==> src/rtl/rotfb_pkg.sv <==
// Shared types and helpers for the rotated triple-buffer frame store.
package rotfb_pkg;
  localparam int NBUF = 3;

  typedef logic [1:0] buf_idx_t;
  typedef enum logic {DIR_CW = 1'b0, DIR_CCW = 1'b1} dir_e;

  // Buffer indices 0,1,2 sum to 3, so the free buffer is whatever remains.
  function automatic buf_idx_t next_wr(input buf_idx_t w, input buf_idx_t r);
    return buf_idx_t'(2'(NBUF) - w - r);
  endfunction

  function automatic logic [31:0] frame_base(input buf_idx_t idx, input int fsz);
    logic [31:0] base;
    case (idx)
      2'd1:    base = 32'(fsz);
      2'd2:    base = 32'(fsz) << 1;
      default: base = '0;
    endcase
    return base;
  endfunction
endpackage

==> src/rtl/rotfb_addr_gen.sv <==
// Writer-side pixel/line counters and incremental rotated write-address generator.
// Addresses step by +/-HEIGHT per pixel and +/-1 per line; no multipliers.
module rotfb_addr_gen
  import rotfb_pkg::*;
#(
  parameter int WIDTH  = 320,
  parameter int HEIGHT = 240,
  parameter int DEPTH  = 12,
  parameter int AW     = 17
) (
  input  logic             clk,
  input  logic             reset,
  input  logic             ce,
  input  logic             hblank,
  input  logic             vblank,
  input  logic [DEPTH-1:0] video_in,
  input  logic             line_end,
  input  logic             frame_end,
  input  logic             ccw,
  input  logic [AW-1:0]    base_nxt,
  output logic             wr_en,
  output logic [AW-1:0]    wr_addr,
  output logic [DEPTH-1:0] wr_data
);
  localparam int FSZ = WIDTH * HEIGHT;
  localparam int XW  = $clog2(WIDTH + 1);
  localparam int YW  = $clog2(HEIGHT + 1);
  localparam logic [XW-1:0] X_MAX = XW'(WIDTH);
  localparam logic [YW-1:0] Y_MAX = YW'(HEIGHT);
  localparam logic [AW-1:0] STEP  = AW'(HEIGHT);

  logic [XW-1:0]    x_q, x_d;
  logic [YW-1:0]    y_q, y_d;
  dir_e             dir_q, dir_d;
  logic [AW-1:0]    row_q, row_d;
  logic [AW-1:0]    col_q, col_d;
  logic             wr_en_q, wr_en_d;
  logic [AW-1:0]    wr_addr_q, wr_addr_d;
  logic [DEPTH-1:0] wr_data_q, wr_data_d;
  logic             qual;

  assign qual = ce & ~hblank & ~vblank & (x_q < X_MAX) & (y_q < Y_MAX);

  always_comb begin
    x_d       = x_q;
    y_d       = y_q;
    dir_d     = dir_q;
    row_d     = row_q;
    col_d     = col_q;
    wr_en_d   = 1'b0;
    wr_addr_d = wr_addr_q;
    wr_data_d = wr_data_q;
    if (frame_end) begin
      // row/col point at pixel (0,0) of the buffer being handed to the writer
      x_d   = '0;
      y_d   = '0;
      dir_d = ccw ? DIR_CCW : DIR_CW;
      row_d = ccw ? base_nxt + AW'(FSZ - HEIGHT) : base_nxt + AW'(HEIGHT - 1);
      col_d = row_d;
    end else if (line_end) begin
      x_d = '0;
      if (y_q < Y_MAX) begin
        y_d   = y_q + YW'(1);
        row_d = (dir_q == DIR_CCW) ? row_q + AW'(1) : row_q - AW'(1);
      end
      col_d = row_d;
    end else if (qual) begin
      wr_en_d   = 1'b1;
      wr_addr_d = col_q;
      wr_data_d = video_in;
      x_d       = x_q + XW'(1);
      col_d     = (dir_q == DIR_CCW) ? col_q - STEP : col_q + STEP;
    end
  end

  always_ff @(posedge clk) begin
    if (reset) begin
      x_q       <= '0;
      y_q       <= '0;
      dir_q     <= DIR_CW;
      row_q     <= AW'(HEIGHT - 1);
      col_q     <= AW'(HEIGHT - 1);
      wr_en_q   <= 1'b0;
      wr_addr_q <= '0;
      wr_data_q <= '0;
    end else begin
      x_q       <= x_d;
      y_q       <= y_d;
      dir_q     <= dir_d;
      row_q     <= row_d;
      col_q     <= col_d;
      wr_en_q   <= wr_en_d;
      wr_addr_q <= wr_addr_d;
      wr_data_q <= wr_data_d;
    end
  end

  assign wr_en   = wr_en_q;
  assign wr_addr = wr_addr_q;
  assign wr_data = wr_data_q;
endmodule

==> src/rtl/rotate_fb_sched.sv <==
// Triple-buffer ownership scheduler for the 90-degree rotation frame store.
// Optional drop/repeat statistics counters are built when ROTFB_STATS_EN is defined.
module rotate_fb_sched
  import rotfb_pkg::*;
#(
  parameter int WIDTH  = 320,
  parameter int HEIGHT = 240,
  parameter int DEPTH  = 12,
  localparam int FSZ   = WIDTH * HEIGHT,
  localparam int AW    = $clog2(3 * FSZ)
) (
  input  logic             clk,
  input  logic             reset,
  input  logic             ccw,
  input  logic             ce,
  input  logic [DEPTH-1:0] video_in,
  input  logic             hblank,
  input  logic             vblank,
  input  logic             rd_frame,
  output logic             wr_en,
  output logic [AW-1:0]    wr_addr,
  output logic [DEPTH-1:0] wr_data,
  output logic [1:0]       wr_buf,
  output logic [1:0]       rd_buf,
  output logic [AW-1:0]    rd_base,
  output logic             frame_drop,
  output logic             frame_repeat,
  output logic [15:0]      drop_cnt,
  output logic [15:0]      rep_cnt
);
  logic        blank_q, blank_d;
  logic        vblank_q, vblank_d;
  buf_idx_t    wr_buf_q, wr_buf_d;
  buf_idx_t    rd_buf_q, rd_buf_d;
  buf_idx_t    ready_idx_q, ready_idx_d;
  logic        ready_valid_q, ready_valid_d;
  logic [AW-1:0] rd_base_q, rd_base_d;
  logic        drop_q, drop_d;
  logic        rep_q, rep_d;
  logic        line_end, frame_end;
  buf_idx_t    wr_nxt;
  logic [AW-1:0] base_nxt;

  // Edge history resets high so a blank held through reset is not seen as a new edge.
  assign blank_d   = hblank | vblank;
  assign vblank_d  = vblank;
  assign line_end  = blank_d & ~blank_q;
  assign frame_end = vblank & ~vblank_q;
  assign wr_nxt    = next_wr(wr_buf_q, rd_buf_q);
  assign base_nxt  = AW'(frame_base(wr_nxt, FSZ));

  always_comb begin
    wr_buf_d      = wr_buf_q;
    rd_buf_d      = rd_buf_q;
    ready_idx_d   = ready_idx_q;
    ready_valid_d = ready_valid_q;
    drop_d        = 1'b0;
    rep_d         = 1'b0;
    rd_base_d     = AW'(frame_base(rd_buf_q, FSZ));
    if (frame_end) begin
      // Writer completion wins; a simultaneous reader start takes the fresh frame directly.
      drop_d   = ready_valid_q;
      wr_buf_d = wr_nxt;
      if (rd_frame) begin
        rd_buf_d      = wr_buf_q;
        ready_valid_d = 1'b0;
      end else begin
        ready_idx_d   = wr_buf_q;
        ready_valid_d = 1'b1;
      end
    end else if (rd_frame) begin
      if (ready_valid_q) begin
        rd_buf_d      = ready_idx_q;
        ready_valid_d = 1'b0;
      end else begin
        rep_d = 1'b1;
      end
    end
  end

  always_ff @(posedge clk) begin
    if (reset) begin
      blank_q       <= 1'b1;
      vblank_q      <= 1'b1;
      wr_buf_q      <= 2'd0;
      rd_buf_q      <= 2'd1;
      ready_idx_q   <= 2'd2;
      ready_valid_q <= 1'b0;
      rd_base_q     <= AW'(FSZ);
      drop_q        <= 1'b0;
      rep_q         <= 1'b0;
    end else begin
      blank_q       <= blank_d;
      vblank_q      <= vblank_d;
      wr_buf_q      <= wr_buf_d;
      rd_buf_q      <= rd_buf_d;
      ready_idx_q   <= ready_idx_d;
      ready_valid_q <= ready_valid_d;
      rd_base_q     <= rd_base_d;
      drop_q        <= drop_d;
      rep_q         <= rep_d;
    end
  end

  rotfb_addr_gen #(
    .WIDTH (WIDTH),
    .HEIGHT(HEIGHT),
    .DEPTH (DEPTH),
    .AW    (AW)
  ) u_addr_gen (
    .clk      (clk),
    .reset    (reset),
    .ce       (ce),
    .hblank   (hblank),
    .vblank   (vblank),
    .video_in (video_in),
    .line_end (line_end),
    .frame_end(frame_end),
    .ccw      (ccw),
    .base_nxt (base_nxt),
    .wr_en    (wr_en),
    .wr_addr  (wr_addr),
    .wr_data  (wr_data)
  );

`ifdef ROTFB_STATS_EN
  logic [15:0] drop_cnt_q, drop_cnt_d;
  logic [15:0] rep_cnt_q, rep_cnt_d;

  // Counters step with the pulse so both become visible on the same cycle.
  always_comb begin
    drop_cnt_d = drop_cnt_q;
    rep_cnt_d  = rep_cnt_q;
    if (drop_d && (drop_cnt_q != 16'hFFFF)) drop_cnt_d = drop_cnt_q + 16'd1;
    if (rep_d && (rep_cnt_q != 16'hFFFF))   rep_cnt_d  = rep_cnt_q + 16'd1;
  end

  always_ff @(posedge clk) begin
    if (reset) begin
      drop_cnt_q <= '0;
      rep_cnt_q  <= '0;
    end else begin
      drop_cnt_q <= drop_cnt_d;
      rep_cnt_q  <= rep_cnt_d;
    end
  end

  assign drop_cnt = drop_cnt_q;
  assign rep_cnt  = rep_cnt_q;
`else
  assign drop_cnt = '0;
  assign rep_cnt  = '0;
`endif

  assign wr_buf       = wr_buf_q;
  assign rd_buf       = rd_buf_q;
  assign rd_base      = rd_base_q;
  assign frame_drop   = drop_q;
  assign frame_repeat = rep_q;
endmodule

==> config.mk <==
export PLATFORM = sky130hd
export DESIGN_NAME = rotate_fb_sched
export DESIGN_NICKNAME = d
export VERILOG_FILES = /design/src/rtl/rotfb_pkg.sv /design/src/rtl/rotfb_addr_gen.sv /design/src/rtl/rotate_fb_sched.sv
export SDC_FILE = /design/constraint.sdc
export NUM_CORES = 1
export LEC_CHECK = 0
export BUFFER_PORTS_ARGS = -buffer_cell sky130_fd_sc_hd__buf_2
export CAP_MARGIN = 15
export CORE_ASPECT_RATIO = 1.4
export CORE_MARGIN = 2
export CORE_UTILIZATION = 45
export CTS_BUF_LIST = sky130_fd_sc_hd__clkbuf_4 sky130_fd_sc_hd__clkbuf_8
export DETAILED_ROUTE_END_ITERATION = 10
export GPL_ROUTABILITY_DRIVEN = 0
export GPL_TIMING_DRIVEN = 0
export PLACE_DENSITY = 0.67
export SLEW_MARGIN = 20
export SYNTH_ARGS = -nofsm -noshare
export SYNTH_HDL_FRONTEND = slang
export SYNTH_SLANG_ARGS = --single-unit
==> constraint.sdc <==
create_clock -name clk -period 4.8 [get_ports clk]
set_input_delay 0.24 -clock clk [delete_from_list [all_inputs] [get_ports clk]]
set_output_delay 0.24 -clock clk [all_outputs]
set_load 0.01 [all_outputs]
======== Yosys cells after proc, flatten, opt, wreduce, memory -nomap -nowiden ========
Index checks and enable logic that the tools add are counted.
word-level totals
  input port bits ......................... 19
  bits in registers ....................... 114
  logic and storage cells ................. 80
cells by class
  reduce and logical (&&, ||, !) cells .... 12
  muxes and demuxes ....................... 21
  bitwise gates (word level) .............. 14
  $lt $le $gt $ge ......................... 2
  eq/ne operators ......................... 4
  add/subtract/negate cells ............... 10
operator list
  kind                                                                   count
  18-bit 2-to-1 mux                                                      9
  18-bit one-hot mux with 2 select lines                                 2
  18-bit by 8-bit adder with 18-bit output, second input constant        2
  18-bit by 1-bit adder with 18-bit output, second input constant        1
  18-bit by 17-bit adder with 18-bit output, second input constant       1
  18-bit by 1-bit subtractor with 18-bit output, second input constant   1
  18-bit by 8-bit subtractor with 18-bit output, second input constant   1
  9-bit by 1-bit adder with 9-bit output, second input constant          1
  9-bit < comparator, second input constant                              1
  8-bit by 1-bit adder with 8-bit output, second input constant          1
  8-bit < comparator, second input constant                              1
  2-bit 2-to-1 mux                                                       4
  1-bit inverter                                                         7
  1-bit bitwise AND                                                      6
  1-bit 2-to-1 mux                                                       6
  2-bit AND reduction                                                    3
  2-bit nonzero test                                                     3
  3-bit OR reduction                                                     2
  2-bit by 1-bit equality test with 1-bit output, second input constant  2
  2-bit equality test, second input constant                             2
  2-bit OR reduction                                                     2
  3-bit AND reduction                                                    1
  3-bit nonzero test                                                     1
  2-bit subtractor                                                       1
  other kinds (2)                                                        2

======== Logic depth before layout (Yosys ltp) ========
  depth in word-level cells ............... 8
  depth in mapped cells ................... 10

======== By module ========
A second synthesis with hierarchy kept.
second synthesis, totals
  cell total of the unflattened synthesis .. 830
  area total of the unflattened synthesis .. 6449.9 µm²
by module, submodules not included
  module           area each (µm²)  cells an instance  times used
  rotfb_addr_gen   5497.8           719                1
  rotate_fb_sched  952.2            111                1

======== Worst setup path after synthesis ========
OpenSTA, ideal clock, no wires.
  path type ............................... register to register
  from .................................... register u_addr_gen.dir_q
  to ...................................... register u_addr_gen.col_q[11]
  cell stages (with the launch flop) ...... 11
  setup time .............................. 0.086 ns
  buffers on the path ..................... 0
  data arrival time ....................... 3.051 ns
  setup slack ............................. 1.664 ns
  path through ............................ dfxtp_1 > inv_1 > ha_1 > a211o_1 > or3_1 > o211a_4 > a21oi_2 > mux2i_1 > nor3_1 > o31a_1 > a211oi_1
between the ends
  word-level cells in the longest chain between the ends .. 4
RTL lines
  item                                         RTL line                                    text
  start, declared                              rotfb_addr_gen.sv:34                        dir_e dir_q, dir_d;
  start signal, assigned                       rotfb_addr_gen.sv:89                        dir_q <= dir_d;
  18-bit 2-to-1 mux, on equally long branches  rotfb_addr_gen.sv:72, rotfb_addr_gen.sv:64
  18-bit 2-to-1 mux, on equally long branches  rotfb_addr_gen.sv:67, rotfb_addr_gen.sv:62
  18-bit 2-to-1 mux (*)                        rotfb_addr_gen.sv:60                        end else if (line_end) begin
  18-bit 2-to-1 mux (*)                        rotfb_addr_gen.sv:53                        if (frame_end) begin
  end signal, assigned                         rotfb_addr_gen.sv:82                        col_q <= AW'(HEIGHT - 1);
  end signal, assigned                         rotfb_addr_gen.sv:91                        col_q <= col_d;
  end, declared                                rotfb_addr_gen.sv:36                        logic [AW-1:0] col_q, col_d;
Every way passes the cells marked *; elsewhere a longest branch is shown, timed or not. The select of a mux whose other input is x is not followed.
A chain may end at the register's enable or synchronous reset.

======== Worst setup path after layout ========
  from .................................... register u_addr_gen.dir_q
  to ...................................... register u_addr_gen.col_q[16]
The elaborated chain is that of the path after synthesis.

==> results.py <==
metrics = {
    "placed_design": {
        "numPortBuffers": 60,
        "place_inst": 964,
        "hpwl_um": 11220,
    },
    "yosys": {
        "ys_types": 61,
        "synth_seq_cells": 99,
        "synth_async_sr_flop_share_pct": 0,
        "synth_edf_count": 0,
        "synth-main-ff-cell": "dfxtp_1",
        "synth.cell_area_sq_um": 5782,
        "ys_seq_area_share_pct": 34.28,
        "yosysWarnings": 0,
        "syn_area_per_cell_sq_um": 8.155,
        "syn_inst": 709,
    },
    "route": {
        "drt-initial-drc-count": 225,
        "vias": 5155,
        "first_pass_iters": 5,
        "drcViolationCount": 0,
        "wl_um": 14400,
        "wl_per_cell_um": 14.69,
        "ant_nets": 0,
        "post_drt_via_cell_ratio": 5.260,
    },
    "finish": {
        "layout.cells.non_filler": 980,
        "syn2layout_area_growth_pct": 14.54,
        "fin_nets": 879,
        "diodes": 0,
        "multi_input_area_sq_um": 3425,
        "fillCellCount": 1202,
        "seqCellArea_sq_um": 1982,
        "drive_above_1_share_pct": 17.90,
    },
    "clock_network": {
        "cts_sinks": 99,
        "cts_tree": "yes",
        "cts.repair.resized": 0,
        "numCtsBuffers": 9,
        "cts_setup_buffers": 0,
        "root_buffer": "clkbuf_8",
        "hold_buffers": 0,
        "clk-insertion-delay-late_ns": 0.37,
        "clk_pin_slew_ns": 0.11,
        "htreeDepth": 3,
        "clockBufferDepth": 2,
    },
    "global_route": {
        "antenna_found_initial": 0,
        "grtUsageTotal_pct": 21.06,
        "grt_pass1_wl_um": 23980,
        "first_global_vias": 4958,
        "grt.overflow.total": 0,
        "grt_max_degree": 24,
    },
    "timing": {
        "drv_slew": 0,
        "max_slew.worst_pin.slew_ns": 0.9340,
        "tns_ns": 0,
        "min_period_over_period_pct": 81.77,
        "hold_violations": 0,
        "fin_worst_skew_ns": 0.01437,
        "holdWs_ns": 0.08134,
        "fmax_mhz": 254.8,
        "setup_viol": 0,
        "slew-limit-headroom_pct": 37.66,
        "period_needed_ns": 3.925,
        "rsz0062_at_grt": "false",
    },
    "power": {
        "combPwrFrac_pct": 26.7,
        "p_leak_nw": 2.962,
        "peakVddDrop_uv": 129.8,
        "power.share.clock_pct": 27.1,
        "swShare_pct": 33.31,
        "power_switching_w": 0.0006499,
        "fin_total_pwr_w": 0.001951,
        "p_int_w": 0.001301,
        "pwr-share-seq_pct": 46.2,
        "power.density_nw_per_um2": 294.6,
    },
    "floorplan": {
        "core_area_sq_um": 12690,
        "dieArea_sq_um": 13780,
        "ios": 106,
        "floorplan.initialDensity_pct": 45.56,
        "die_h_um": 138.1,
        "dieWidth_um": 99.80,
        "placementRows": 49,
    },
    "setup_path": {
        "cp.required_ns": 5.08,
        "worstSetupEndpointType": "flop",
        "critical_path_class": "flop to flop",
        "crit_fanout": 23,
        "start_kind": "flop",
        "critPathArrivalTime_ns": 4.21,
    },
    "min_path": {
        "min-delay-path-class": "input port to flop",
    },
    "job": {
        "drv_cap": 0,
    },
    "outcome": {
        "outcome": "finished, final reports clean",
    },
}
state kept, by name, indices dropped and copies added (netlist names):
| signal | flops |
|---|---|
| frame_drop | 1 |
| frame_repeat | 1 |
| ready_valid_q | 1 |
| u_addr_gen.wr_en | 1 |
| rd_base | 3 |
| ready_idx_q | 2 |
| rd_buf | 2 |
| u_addr_gen.row_q | 18 |
| u_addr_gen.col_q | 18 |
| u_addr_gen.x_q | 9 |
| blank_q | 1 |
| vblank_q | 1 |
| u_addr_gen.dir_q | 1 |
| u_addr_gen.wr_data | 12 |
| wr_buf | 2 |
| u_addr_gen.y_q | 8 |
| u_addr_gen.wr_addr | 18 |
metrics by stage:
step	cell area, sq um	worst slack, ns	utilization (%)
floorplan	5939	1.664	-
global placement	6431	1.053	50.68
detailed placement	6431	0.9108	50.68
CTS	6623	0.8659	52.18
global route	6623	0.6245	52.18
finish	6623	0.8752	52.18
synthesized netlist by cell type, types with 5 or more instances:
cell,instances,area share (%)
nand2_1,112,7.3
dfxtp_1,99,34
a21oi_1,76,6.6
nor2_1,57,3.7
buf_4,47,6.1
o21ai_0,37,3.2
ha_1,36,7.8
clkbuf_1,25,1.6
xor2_1,22,3.3
xnor2_1,21,3.2
a21o_1,17,2.2
inv_1,15,0.97
a211oi_1,12,1.6
and3_1,10,1.1
nand2b_1,9,0.97
nand4_1,8,0.87
mux2i_1,7,1.2
nand3_1,7,0.61
nor3_1,7,0.61
or2_2,5,0.54
or3_1,5,0.54
layer usage:
| metal | wire [um] | part of all wire (%) | vias up | track usage (%) |
|---|---|---|---|---|
| met5 | 0 | 0 | - | 0 |
| met4 | 211 | 1.5 | 0 | 6.417 |
| met3 | 631 | 4.4 | 17 | 2.376 |
| met2 | 7639 | 53 | 156 | 39.94 |
| met1 | 5916 | 41 | 2381 | 24.19 |
| li1 | - | - | 2601 | - |
placed cells by master (no fill, tap or decap), drive strengths merged, types with 11 or more instances in the layout:
cell / n
nor2: 59
clkbuf: 35
dfxtp: 99
xnor2: 21
conb: 43
a21o: 18
a211oi: 13
and3: 11
ha: 36
inv: 18
nand2: 112
buf: 114
a21oi: 79
o21ai: 38
xor2: 22
power by group through the flow:
stage	logic, W	registers (W)	clock network, W
CTS	0.000518	0.000900	0.000536
floorplan	0.000404	0.000914	0
detailed placement	0.000514	0.000919	0
finish	0.000521	0.000901	0.000529
global route	0.000581	0.000907	0.000567
global placement	0.000499	0.000917	0
layout make-up:
cell class                      instances  area share, %
Tap cell                              153          2.891
Inverter                               15         0.8502
Clock inverter                          6         0.8124
Clock buffer                           10          2.078
Multi-Input combinational cell        558          51.71
Sequential cell                        99          29.93
Timing Repair Buffer                   60          4.534
Buffer                                 79          7.198
worst paths after layout:
kind / cells past startpoint / endpoint / startpoint / slack, ns
setup / recovery: 10 / u_addr_gen.col_q[16]$_SDFFE_PP0P_ / u_addr_gen.dir_q$_SDFFE_PP0P_ / 0.88
hold / removal: 2 / ready_valid_q$_SDFFE_PP0P_ / rd_frame / 0.08
setup reg to reg: 10 / u_addr_gen.col_q[16]$_SDFFE_PP0P_ / u_addr_gen.dir_q$_SDFFE_PP0P_ / 0.88
hold reg to reg: 2 / u_addr_gen.wr_addr[11]$_SDFFE_PP0P_ / u_addr_gen.wr_addr[11]$_SDFFE_PP0P_ / 0.46
worst max-delay path, stage by stage (launching register included):
cell	delay (ns)
dfxtp_1	0.76
inv_1	0.64
fa_1	0.64
a211oi_2	0.29
o211ai_1	0.16
a21oi_2	0.24
o31ai_2	0.14
a311oi_1	0.39
mux2i_1	0.27
nor3_2	0.08
a221oi_2	0.22
logic make-up (layout without fill, tap and decap cells):
group / after synthesis / after routing / share of synthesized area (%)
simple gates: 235 / 235 / 18.09
compound gates: 192 / 192 / 22.14
flops: 99 / 99 / 34.28
buf+inv: 94 / 170 / 9.219
xor+xnor: 43 / 43 / 6.514
fa+ha+maj: 38 / 38 / 8.483
mux: 7 / 7 / 1.212
other cells: 1 / 43 / 0.06486
(Power assumes the default switching activity.)
